===== config.mk =====
export PLATFORM = sky130hd
export DESIGN_NAME = matmul_sequencer
export DESIGN_NICKNAME = d
export VERILOG_FILES = /design/src/rtl/matmul_sequencer.sv
export SDC_FILE = /design/constraint.sdc
export NUM_CORES = 1
export LEC_CHECK = 0
export BUFFER_PORTS_ARGS = -buffer_cell sky130_fd_sc_hd__buf_2
export CORE_UTILIZATION = 47
export CTS_CLUSTER_DIAMETER = 30
export DETAILED_ROUTE_END_ITERATION = 10
export HOLD_SLACK_MARGIN = 0.12
export PLACE_DENSITY = 0.86
export SLEW_MARGIN = 20
export SYNTH_ARGS = -nofsm -noshare
export SYNTH_HDL_FRONTEND = slang
export SYNTH_SLANG_ARGS = --single-unit

===== constraint.sdc =====
create_clock -name clk -period 2.29 [get_ports clk]
set_input_delay 0.229 -clock clk [delete_from_list [all_inputs] [get_ports clk]]
set_output_delay 0.229 -clock clk [all_outputs]
set_load 0.1 [all_outputs]

===== src/rtl/matmul_sequencer.sv =====
// Streams two 2x2 matrices into an external multiplier, then drains the four
// products C00..C11 through a valid/ready output with abort and frame counting.
module matmul_sequencer #(
  parameter int DATA_W   = 8,
  parameter int RESULT_W = 17
) (
  input  logic                clk,
  input  logic                reset,
  input  logic                abort,
  input  logic                in_valid,
  output logic                in_ready,
  input  logic [DATA_W-1:0]   in_data,
  output logic                out_valid,
  input  logic                out_ready,
  output logic [RESULT_W-1:0] out_data,
  output logic                out_last,
  output logic                busy,
  output logic [7:0]          frame_cnt,
  output logic                mm_reset_n,
  output logic                mm_execute,
  output logic [2:0]          mm_sel_in,
  output logic [DATA_W-1:0]   mm_input_val,
  output logic [1:0]          mm_sel_out,
  input  logic [RESULT_W-1:0] mm_result
);

  typedef enum logic [1:0] {LOAD, CALC, EMIT} state_t;

  state_t              r_state;
  logic [2:0]          r_ld_cnt;
  logic [1:0]          r_sel_q;
  logic                r_out_valid;
  logic [RESULT_W-1:0] r_out_data;
  logic [7:0]          r_frame_cnt;

  logic w_load;
  logic w_out_last;

  assign w_load     = (r_state == LOAD);
  // sel_q wraps to 0 once C11 has been captured, so 0 in EMIT marks the last word.
  assign w_out_last = (r_state == EMIT) && (r_sel_q == 2'd0);

  assign in_ready     = w_load;
  assign out_valid    = r_out_valid;
  assign out_data     = r_out_data;
  assign out_last     = w_out_last;
  assign frame_cnt    = r_frame_cnt;
  assign busy         = !w_load || (r_ld_cnt != 3'd0);
  assign mm_reset_n   = ~reset;
  // The multiplier latches whenever execute is low, so it may only drop on a real handshake.
  assign mm_execute   = !(w_load && in_valid && !abort);
  assign mm_sel_in    = r_ld_cnt;
  assign mm_input_val = in_data;
  assign mm_sel_out   = r_sel_q;

  // NOTE: all state uses non-blocking assignments so every register samples
  // the pre-edge values of its neighbours, independent of statement order.
  always_ff @(posedge clk or posedge reset) begin
    if (reset) begin
      r_state     <= LOAD;
      r_ld_cnt    <= 3'd0;
      r_sel_q     <= 2'd0;
      r_out_valid <= 1'b0;
      r_out_data  <= '0;
      r_frame_cnt <= 8'd0;
    end else if (abort) begin
      r_state     <= LOAD;
      r_ld_cnt    <= 3'd0;
      r_sel_q     <= 2'd0;
      r_out_valid <= 1'b0;
    end else begin
      case (r_state)
        LOAD: begin
          if (in_valid) begin
            if (r_ld_cnt == 3'd7) begin
              r_ld_cnt <= 3'd0;
              r_state  <= CALC;
            end else begin
              r_ld_cnt <= r_ld_cnt + 3'd1;
            end
          end
        end
        CALC: begin
          r_out_data  <= mm_result;
          r_sel_q     <= 2'd1;
          r_out_valid <= 1'b1;
          r_state     <= EMIT;
        end
        EMIT: begin
          if (out_ready) begin
            if (w_out_last) begin
              r_out_valid <= 1'b0;
              r_frame_cnt <= r_frame_cnt + 8'd1;
              r_state     <= LOAD;
            end else begin
              r_out_data <= mm_result;
              r_sel_q    <= r_sel_q + 2'd1;
            end
          end
        end
        default: r_state <= LOAD;
      endcase
    end
  end

endmodule


==> flow_summary.json <==
{
  "utilization_pct": 64.2,
  "syn_nets": 173,
  "cts_sinks": 33,
  "ctsResizeCount": 0,
  "numPortBuffers": 57,
  "cp.arrival_ns": 1.88,
  "num-nets-final": 244,
  "start_util_pct": 49.4,
  "crit_type": "flop to output port",
  "syn_avg_cell_area_sq_um": 12.3,
  "cts_made_buffers": 5,
  "remaining_drc_errors": 0,
  "coreArea_sq_um": 3360,
  "cts_tree": "done",
  "wl_microns": 3580,
  "antenna_found_initial": 0,
  "grt_pass1_vias": 1206,
  "die_h_microns": 61.4,
  "setup-violations-final": 0,
  "ys_seq_elements": 33,
  "maxCapViolCount": 0,
  "fin_crit_sh_pct": 91.9,
  "power_density_nw_per_um2": 627,
  "critPathTopFamily": "buffers and inverters",
  "swShare_pct": 39.2,
  "critPathBufInv": 2,
  "rows": 21,
  "grt_pass1_wl_microns": 5400,
  "setup_tns_ns": 0,
  "wl_per_cell_microns": 14.2,
  "hold_path_class": "input pin to flop",
  "area_growth_pct": 30.1,
  "crit_chain": "inv_1 > ha_1 > and2_1 > buf_2",
  "first_pass_iters": 4,
  "start_kind": "flop",
  "yosys_warnings": 0,
  "die_w_microns": 61.4,
  "slowest_stage": "ha_1",
  "max_slew.worst_pin.slew_ns": 0.504,
  "timing.final.crit_period_ns": 2.10,
  "pin_count": 74,
  "cp-end-kind": "output port",
  "final_cell_mix": "buf_2 (56), dfrtp_1 (31), dlygate4sd3_1 (16)",
  "hold_viol_final": 0,
  "critPathRequiredTime_ns": 2.06,
  "finalPower_mw": 1.35,
  "pwr-share-seq_pct": 46.7,
  "p_int_uw": 823,
  "slew_violations": 0,
  "drtIter0Drc": 67,
  "p_leak_nw": 1.15,
  "fillers": 290,
  "num_vias": 1267,
  "drtAntennaViolNets": 0,
  "relSlewSlack_pct": 66.7,
  "groute.usage.overall_pct": 20.2,
  "cts-htree-levels": 2,
  "grt_max_degree": 34,
  "rsz0062_at_grt": "no",
  "p_clk_share_pct": 22.8,
  "synth.distinct_cells": 32,
  "status": "completed",
  "syn_area_sq_um": 1660,
  "cts_root_buf": "clkbuf_4",
  "ir_worst_vdd_mv": 0.614,
  "die-area_sq_um": 3770,
  "synth-edff-count": 0,
  "netlist_instances": 135,
  "via_per_inst": 5.01,
  "synth-async-reset-ratio_pct": 100,
  "drive_above_1_share_pct": 44.0,
  "grt_overflow": 0,
  "crit_fanout": 10,
  "gp_congestion": 0.726,
  "clockBufferDepth": 2,
  "synth-main-ff-cell": "dfrtp_1",
  "clock_skew_ns": 0.0103,
  "fmax_mhz": 475,
  "power_switching_uw": 531,
  "combPwrFrac_pct": 30.5,
  "dp_hpwl_microns": 2340,
  "clk_latency_ns": 0.34,
  "path_clk_slew_ns": 0.10,
  "yosysSeqAreaShare_pct": 49.7,
  "cpPeakStageDelay_ns": 0.43,
  "final_common_cell": "buf_2",
  "antenna_cells": 0
}
[kinds of logic (layout without fill, tap and decap cells)]
kind of cell               after synthesis  count (layout)  share of synthesized area (%)
DFF                                     33              33                           49.7
AOI/OAI and AO/OA                       14              14                           6.10
and+or+nand+nor                         35              35                           12.1
adders and majority gates                8               8                           6.03
muxes                                   19              19                           15.1
xor gates and xnor gates                 7               7                           3.69
buffers and inverters                   19              91                           7.23
[routing by layer]
layer  GRT usage (%)  vias to the layer above  wire length, microns
li1                -                      598                     -
met1            23.8                      608                  1530
met2            33.7                       49                  1810
met3            6.09                       12                   142
met4            9.52                        0                   104
met5               0                        -                     0
[cell type report]
type,count,area [sq um],area share [%]
flip-flops and latches,33,828,38.4
multi-input cells,83,717,33.2
repair buffers,75,475,22.0
well taps,46,57.6,2.67
clock buffers,6,41.3,1.91
inverters,8,30.0,1.39
clock inverters,2,10.0,0.463
[stage by stage]
step | hold slack, ns | instances | setup slack, ns | area (sq um)
2_1_floorplan | 0.377 | 135 | 0.0288 | 1670
3_3_place_gp | 0.452 | 229 | 0.535 | 1950
3_5_place_dp | 0.459 | 229 | 0.495 | 1950
4_1_cts | 0.125 | 252 | 0.165 | 2150
5_1_grt | 0.121 | 253 | 0.0640 | 2160
6_report | 0.133 | 253 | 0.186 | 2160
[worst paths after layout]
kind	startpoint	endpoint	slack [ns]	cells after the start
worst max-delay path	r_state[0]	out_last	0.19	4
worst min-delay path	mm_result[13]	out_data[13]	0.13	2
worst max register to register	mm_sel_out[1]	out_data[10]	0.47	6
worst min register to register	frame_cnt[7]	frame_cnt[7]	0.48	1
max in group asynchronous	reset	mm_sel_out[0]	1.30	4
min in group asynchronous	reset	out_data[0]	0.67	4
[power by group through the flow]
stage / Sequential [mW] / Combinational (mW) / Clock [mW]
after floorplan: 0.864 / 0.159 / 0
final: 0.632 / 0.414 / 0.308
after global routing: 0.636 / 0.431 / 0.345
after CTS: 0.632 / 0.411 / 0.320
after global placement: 0.642 / 0.388 / 0
after detailed placement: 0.643 / 0.390 / 0
[Yosys cell counts (all sizes together), types with 2 or more instances]
library cell	number	area share, %
a21oi	6	2.5
a31oi	2	0.75
buf	11	5.4
dfrtp	33	50
ha	8	6.0
inv	8	1.8
mux2	18	14
nand2	9	2.0
nand2b	2	1.2
nand3	8	2.4
nor2	6	1.4
nor2b	3	1.1
nor3	2	0.60
xnor2	2	1.1
xor2	5	2.6
[registers in the layout (all words and copies together), names as in the netlist]
register,count
mm_sel_in,3
out_valid,1
mm_sel_out,2
out_data,17
frame_cnt,8
r_state,2
[repair_timing]
item | CTS | global route
setup buffers | 0 | 0
endpoints found under the hold margin | 35 | 1
hold buffers | 15 | 1
No activity file was read; power rests on OpenSTA's default activity.
